### config.mk
export PLATFORM = sky130hd
export DESIGN_NAME = fp_div_seq
export DESIGN_NICKNAME = d
export VERILOG_FILES = /design/src/rtl/fp_pkg.sv /design/src/rtl/fp_round_pack.sv /design/src/rtl/fp_div_seq.sv
export SDC_FILE = /design/constraint.sdc
export NUM_CORES = 1
export LEC_CHECK = 0
export CELL_PAD_IN_SITES_DETAIL_PLACEMENT = 1
export CELL_PAD_IN_SITES_GLOBAL_PLACEMENT = 1
export CORE_ASPECT_RATIO = 2
export CORE_UTILIZATION = 45
export CTS_BUF_LIST = sky130_fd_sc_hd__clkbuf_4
export DETAILED_ROUTE_END_ITERATION = 10
export PLACE_DENSITY_LB_ADDON = 0.1
export SYNTH_ARGS = -nofsm -noshare
export SYNTH_HDL_FRONTEND = slang
export SYNTH_HIERARCHICAL = 1
export SYNTH_SLANG_ARGS = --single-unit
export TNS_END_PERCENT = 50
### constraint.sdc
create_clock -name clk -period 8.92 [get_ports clk]
set_clock_uncertainty 0.2 [all_clocks]
set_input_delay 2.23 -clock clk [delete_from_list [all_inputs] [get_ports clk]]
set_output_delay 2.23 -clock clk [all_outputs]
set_load 0.01 [all_outputs]
### src/rtl/fp_pkg.sv
// Shared binary32 helpers for the FPU datapath: rounding-mode codes, field
// constants, input classification and the result payload.
package fp_pkg;

  localparam logic [2:0] RM_RNE = 3'b000;
  localparam logic [2:0] RM_RTZ = 3'b001;
  localparam logic [2:0] RM_RDN = 3'b010;
  localparam logic [2:0] RM_RUP = 3'b011;
  localparam logic [2:0] RM_RMM = 3'b100;

  localparam int unsigned BIAS    = 127;
  localparam logic [7:0]  EXP_MAX = 8'hFF;
  localparam logic [31:0] QNAN    = 32'h7FC00000;

  localparam int unsigned QBITS = 27;
  localparam int unsigned CNT_W = 5;
  localparam int unsigned EXP_W = 10;

  typedef enum logic [1:0] {
    FP_ZERO,
    FP_NORM,
    FP_INF,
    FP_NAN
  } fp_class_e;

  typedef struct packed {
    logic [31:0] z;
    logic        ovrf;
    logic        udrf;
  } fp_res_t;

  // Subnormals fold into FP_ZERO (flush-to-zero datapath).
  function automatic fp_class_e classify(input logic [31:0] x);
    if (x[30:23] == 8'h00)          return FP_ZERO;
    else if (x[30:23] != EXP_MAX)   return FP_NORM;
    else if (x[22:0] == 23'd0)      return FP_INF;
    else                            return FP_NAN;
  endfunction

endpackage

### src/rtl/fp_round_pack.sv
// Rounds a normalised mantissa with guard/round/sticky bits and packs the
// binary32 result, saturating or flushing on exponent range violations.
module fp_round_pack
  import fp_pkg::*;
(
  input  logic             sign,
  input  logic [EXP_W-1:0] e,
  input  logic [22:0]      frac,
  input  logic             g,
  input  logic             r,
  input  logic             s,
  input  logic [2:0]       r_mode,
  output logic [31:0]      fp_Z,
  output logic             ovrf,
  output logic             udrf
);

  logic             inc;
  logic             ovf_to_inf;
  logic [23:0]      sum;
  logic [EXP_W-1:0] e_r;

  always_comb begin
    inc        = 1'b0;
    ovf_to_inf = 1'b1;
    case (r_mode)
      RM_RTZ: begin inc = 1'b0;               ovf_to_inf = 1'b0;  end
      RM_RDN: begin inc = sign & (g | r | s);  ovf_to_inf = sign;  end
      RM_RUP: begin inc = ~sign & (g | r | s); ovf_to_inf = ~sign; end
      RM_RMM: begin inc = g;                   ovf_to_inf = 1'b1;  end
      default: begin inc = g & (r | s | frac[0]); ovf_to_inf = 1'b1; end
    endcase

    // A carry out leaves sum[22:0] all-zero, which is exactly the new fraction.
    sum = {1'b0, frac} + 24'(inc);
    e_r = sum[23] ? EXP_W'(e + EXP_W'(1)) : e;

    fp_Z = {sign, e_r[7:0], sum[22:0]};
    ovrf = 1'b0;
    udrf = 1'b0;
    if ($signed(e_r) >= $signed(EXP_W'(255))) begin
      ovrf = 1'b1;
      fp_Z = ovf_to_inf ? {sign, EXP_MAX, 23'd0} : {sign, 8'hFE, 23'h7FFFFF};
    end else if ($signed(e_r) <= $signed(EXP_W'(0))) begin
      udrf = 1'b1;
      fp_Z = {sign, 31'd0};
    end
  end

endmodule

### src/rtl/fp_div_seq.sv
// Sequential binary32 divider: radix-2 restoring mantissa division, one
// quotient bit per cycle, then shared round/pack logic.
module fp_div_seq
  import fp_pkg::*;
(
  input  logic        clk,
  input  logic        rst,
  input  logic        start,
  input  logic [31:0] fp_X,
  input  logic [31:0] fp_Y,
  input  logic [2:0]  r_mode,
  output logic        busy,
  output logic        done,
  output logic [31:0] fp_Z,
  output logic        ovrf,
  output logic        udrf
);

  localparam logic [2:0] S_IDLE  = 3'd0;
  localparam logic [2:0] S_CHECK = 3'd1;
  localparam logic [2:0] S_ITER  = 3'd2;
  localparam logic [2:0] S_ROUND = 3'd3;
  localparam logic [2:0] S_DONE  = 3'd4;

  logic [2:0]       state, state_nxt;
  logic [31:0]      x_q, y_q;
  logic [2:0]       rm_q;
  logic             sign_q;
  logic [EXP_W-1:0] e_q;
  logic [23:0]      my_q;
  logic [24:0]      rem_q;
  logic [QBITS-1:0] q_q;
  logic [CNT_W-1:0] cnt_q;
  fp_res_t          res_q;

  logic             accept;
  fp_class_e        cls_x, cls_y;
  logic             special_c;
  fp_res_t          spec_c;
  logic             ge;
  logic [23:0]      diff;
  logic             norm;
  logic [22:0]      frac_c;
  logic             g_c, r_c, s_c;
  logic [EXP_W-1:0] e_c;
  logic [31:0]      rp_z;
  logic             rp_o, rp_u;

  assign accept = (state == S_IDLE) && start && !done;

  // Special-operand resolution, evaluated in CHECK on the latched operands.
  always_comb begin
    cls_x     = classify(x_q);
    cls_y     = classify(y_q);
    special_c = 1'b1;
    spec_c    = '{z: {x_q[31] ^ y_q[31], 31'd0}, ovrf: 1'b0, udrf: 1'b0};
    if (cls_x == FP_NAN || cls_y == FP_NAN ||
        (cls_x == FP_ZERO && cls_y == FP_ZERO) ||
        (cls_x == FP_INF && cls_y == FP_INF)) begin
      spec_c.z = QNAN;
    end else if (cls_x == FP_INF || cls_y == FP_ZERO) begin
      spec_c.z = {x_q[31] ^ y_q[31], EXP_MAX, 23'd0};
    end else if (cls_x == FP_ZERO || cls_y == FP_INF) begin
      spec_c.z = {x_q[31] ^ y_q[31], 31'd0};
    end else begin
      special_c = 1'b0;
    end
  end

  // The remainder stays below 2*mY, so a non-subtracting step never has bit 24 set.
  always_comb begin
    ge   = rem_q >= {1'b0, my_q};
    diff = ge ? 24'(rem_q - {1'b0, my_q}) : rem_q[23:0];
  end

  always_comb begin
    norm   = q_q[QBITS-1];
    frac_c = norm ? q_q[25:3] : q_q[24:2];
    g_c    = norm ? q_q[2] : q_q[1];
    r_c    = norm ? q_q[1] : q_q[0];
    s_c    = (norm & q_q[0]) | (rem_q != 25'd0);
    e_c    = e_q + EXP_W'(norm);
  end

  fp_round_pack u_round_pack (
    .sign   (sign_q),
    .e      (e_c),
    .frac   (frac_c),
    .g      (g_c),
    .r      (r_c),
    .s      (s_c),
    .r_mode (rm_q),
    .fp_Z   (rp_z),
    .ovrf   (rp_o),
    .udrf   (rp_u)
  );

  always_ff @(posedge clk) begin
    if (rst) state <= S_IDLE;
    else     state <= state_nxt;
  end

  always_comb begin
    state_nxt = state;
    case (state)
      S_IDLE:  if (accept) state_nxt = S_CHECK;
      S_CHECK: state_nxt = special_c ? S_DONE : S_ITER;
      S_ITER:  if (cnt_q == CNT_W'(QBITS - 1)) state_nxt = S_ROUND;
      S_ROUND: state_nxt = S_DONE;
      S_DONE:  state_nxt = S_IDLE;
      default: state_nxt = S_IDLE;
    endcase
  end

  always_ff @(posedge clk) begin
    if (rst) begin
      busy   <= 1'b0;
      done   <= 1'b0;
      fp_Z   <= 32'd0;
      ovrf   <= 1'b0;
      udrf   <= 1'b0;
      x_q    <= 32'd0;
      y_q    <= 32'd0;
      rm_q   <= RM_RNE;
      sign_q <= 1'b0;
      e_q    <= '0;
      my_q   <= 24'd0;
      rem_q  <= 25'd0;
      q_q    <= '0;
      cnt_q  <= '0;
      res_q  <= '0;
    end else begin
      busy <= (state_nxt == S_ITER) || (state_nxt == S_ROUND) || (state_nxt == S_DONE);
      done <= (state == S_DONE);
      case (state)
        S_IDLE: if (accept) begin
          x_q  <= fp_X;
          y_q  <= fp_Y;
          rm_q <= r_mode;
        end
        S_CHECK: begin
          res_q  <= spec_c;
          sign_q <= x_q[31] ^ y_q[31];
          rem_q  <= {2'b01, x_q[22:0]};
          my_q   <= {1'b1, y_q[22:0]};
          q_q    <= '0;
          cnt_q  <= '0;
          e_q    <= {2'b00, x_q[30:23]} - {2'b00, y_q[30:23]} + EXP_W'(BIAS - 1);
        end
        S_ITER: begin
          q_q   <= {q_q[QBITS-2:0], ge};
          rem_q <= {diff, 1'b0};
          cnt_q <= cnt_q + CNT_W'(1);
        end
        S_ROUND: res_q <= '{z: rp_z, ovrf: rp_o, udrf: rp_u};
        S_DONE: begin
          fp_Z <= res_q.z;
          ovrf <= res_q.ovrf;
          udrf <= res_q.udrf;
        end
        default: ;
      endcase
    end
  end

endmodule

==> summary.md <==
| Metric | Value |
|---|---|
| Outcome | finished, final reports clean |
| # fillers | 3407 |
| Yosys reg bits | around 230 |
| Worst Reg-to-Reg Cells | 16 |
| Final setup TNS | 0 ps |
| Hold Crit Class | reg2reg |
| Endpoints failing hold | 0 |
| CTS tree | yes |
| Setup crit end kind | flip-flop |
| H-tree depth | 2 |
| FMAX | between 200 and 250 MHz |
| Synth Warn # | 6 |
| GRT Util Overall | between 20% and 30% |
| Hpwl dp | around 30 mm |
| Flop pwr share | approximately 40% |
| Clock Sinks | 232 |
| Chip height | approximately 240 um |
| Pleak | between 5 and 6 nW |
| Max-Cap Viols | 0 |
| DR vias/cell | around 5.7 |
| Sw Pwr | between 1 and 1.5 mW |
| Vias in the first global route | ~13000 |
| R2R Path Start | rem_q[4] |
| Worst slew pin tran | roughly 1000 ps |
| Placed Instance Area | 13410 um2 |
| Worst path required time | 9330 ps |
| Fin crit share | a little under three fifths |
| Syn nets | between 1500 and 2000 |
| Root buf cell | clkbuf_4 |
| Yosys cell types | 80 |
| Placer Congestion | 0.9268 |
| Final ANT Viol Nets | 0 |
| Max-slew headroom | 29.34% |
| Largest family of logic cells by synthesized area | simple AND/OR/NAND/NOR gates |
| Cts repair resizes | 0 |
| Io pins | 106 |
| Post-Synth Simple-Gate Area | between 20% and 30% |
| Post-synthesis compound-gate area fraction | between 20% and 30% |
| Sequential area share after synthesis | about 38% |
| Drt pass-1 iters | 4 |
| Worst Hold End | my_q[12] |
| Mapped Cells | roughly 1600 |
| Final setup vio count | 0 |
| Slew Viols, Final | 0 |
| Initial Utilization | 45.63% |
| CORE AREA | around 27000 um2 |
| Final WL | between 30 and 40 mm |
| Mux share of post-synthesis cell area | under 10% |
| First-pass GRT wire length | between 60 and 70 mm |
| Number of flops mapped to enable cells by yosys | 0 |
| Area of the mapped netlist | around 12000 um2 |
| Largest net degree at the start of global routing | 95 |
| Die ar. | around 28000 um2 |
| Die X | approximately 120 um |
| Number of antenna violations at the first check in global routing | 1 |
| XOR/XNOR share of the synthesized area | roughly 4.7% |
| Post-route minimum period | ~4900 ps |
| Peak supply drop | roughly 0.11 mV |
| P_int | between 1.5 and 2 mW |
| Clk Latency, worst-skew pair | 720 ps |
| Final net count | about 1800 |
| DR iter-0 viols | 530 |
| CP max FO | 23 |
| IO Port Bufs | about 110 |
| Final Core Density | about 52% |
| Setup crit start kind | flip-flop |
| Crit Path Class | reg2reg |
| Adder-cell share of the synthesized area | between 4 and 5% |
| Clock power frac | 28.4% |
| Hold_ws | between 200 and 300 ps |
| Drt drc | 0 |
| Post-CTS setup buffers | 0 |
| Area growth syn-to-layout | 14.69% |
| Async set or reset register ratio after synthesis | 0% |
| Detailed-route wire length per cell | 19.38 um |
| Remaining Overflow, GRT | 0 |
| Power density over the cells | roughly 200 nW/um2 |
| Comb pwr share | between 30% and 40% |
| Synth Area per Inst | approximately 7.6 um2 |
| CTS Buf Count | between 50 and 60 |
| HP Start | my_q[12] |
| Setup repair after global routing missed its margin | false |
| Pre-CTS setup slack | approximately 4100 ps |
| R2R Path End | res_q[5] |
| Synth Flop Type | dfxtp_1 |
| Sw Share | a little over a third |
| CP Data Arrival Time | roughly 5300 ps |
| Design area | between 10000 and 15000 um2 |
| Setup ws final | ~4000 ps |
| Layout cell share with drive strength beyond 1 | 9.326% |
| Hold Crit Depth | 2 |
| Hold_buf cts | 0 |
| Slack of the worst reg-to-reg path | ~4000 ps |
| Vias post-DR | roughly 12000 |
| Row cnt | 85 |
| Clock buffer depth | 3 |
| Clk slew on worst S/H paths | around 60 ps |
registers in the layout, summed over array words and instances (netlist names), 5 cells and up:
name	count
res_q	34
fp_Z	32
x_q	32
y_q	32
q_q	27
rem_q	25
my_q	24
e_q	10
cnt_q	5
layer usage:
| metal | global-route usage [%] | up-vias | wire length, um |
|---|---|---|---|
| met5 | 0 | - | 0 |
| met4 | 20.29 | 0 | 2829 |
| met3 | 3.391 | 119 | 961 |
| met2 | 57.40 | 222 | 22380 |
| met1 | 26.49 | 5702 | 13630 |
| li1 | - | 5726 | - |
how the worst max path moves through the flow:
stage,depth (start not counted),from,slack (ps),endpoint
after global placement,19,rem_q[18],4230,res_q[24]
after detailed placement,16,rem_q[4],4060,res_q[5]
final,16,rem_q[4],4000,res_q[5]
after CTS,16,rem_q[4],4040,res_q[5]
after global routing,17,rem_q[18],3720,res_q[5]
after floorplan,20,rem_q[4],4630,res_q[24]
cell usage in the layout (no fill, tap or decap), types with 11 or more instances in the layout:
cell type,count
nand2_1,384
clkbuf_4,77
nor3_1,20
ha_1,40
a21oi_1,197
and2_1,11
nand4_1,20
inv_1,47
a211oi_1,23
o21ai_1,18
and3_1,14
nand3_1,56
xnor2_1,37
clkdlybuf4s50_1,104
a31oi_1,19
dfxtp_1,232
mux2_2,25
o21ai_0,26
buf_4,18
nor4_1,21
a311oi_1,13
nor2_1,102
a22oi_1,29
xor2_1,29
cell families (layout without fill, tap and decap cells):
logic type	count (synthesis)	after routing
AO/OA/AOI/OAI	399	399
XOR/XNOR	66	66
adder cells (fa/ha/maj)	42	42
buffers and inverters	153	256
flip-flops	232	232
multiplexers	28	28
other	0	1
AND/OR/NAND/NOR	682	682
final cells by class:
| type | count | area (um2) | share of cell area, % |
|---|---|---|---|
| inverter | 47 | 176.4 | 1.258 |
| sequential | 232 | 4644 | 33.11 |
| antenna | 1 | 2.502 | 0.01784 |
| timing repair buffer | 123 | 1187 | 8.466 |
| clock buffer | 77 | 578.1 | 4.121 |
| tap | 348 | 435.4 | 3.104 |
| multi-input combinational | 1217 | 6967 | 49.67 |
| clock inverter | 9 | 35.03 | 0.2498 |
power by group through the flow:
stage / registers [mW] / logic (mW) / clock network [mW]
CTS: 1.15 / 0.901 / 0.848
detailed placement: 1.17 / 0.897 / 0
global placement: 1.17 / 0.877 / 0
floorplan: 1.15 / 0.684 / 0
global route: 1.15 / 0.992 / 0.889
finish: 1.15 / 0.898 / 0.814
through the flow:
stage | cells | power [mW]
floorplan | 1602 | 1.833
global placement | 1967 | 2.047
detailed placement | 1967 | 2.069
CTS | 2053 | 2.897
global route | 2054 | 3.036
finish | 2054 | 2.862
cells in the mapped netlist (26+ instances only):
cell type  number  area, um2
a21oi_1       197      986.0
a22oi_1        29      217.7
clkbuf_1       81      304.0
dfxtp_1       232       4644
ha_1           40      500.5
inv_1          47      176.4
nand2_1       384       1441
nand3_1        57      285.3
nor2_1        104      390.4
o21ai_0        26      130.1
xnor2_1        37      324.1
xor2_1         29      254.0
worst max-delay path, stage by stage (launching register included):
cell,delay (ps)
dfxtp_1,340
or4_1,580
a2111oi_0,330
nand4_1,150
or2_2,340
a21oi_1,180
a211oi_1,70
ha_1,250
and3_2,250
and4_4,210
and2_4,210
a41oi_1,260
a21boi_0,200
or4b_4,720
o21ai_0,270
nand3_1,110
a21oi_1,160
Power figures use the tool's default switching activity.
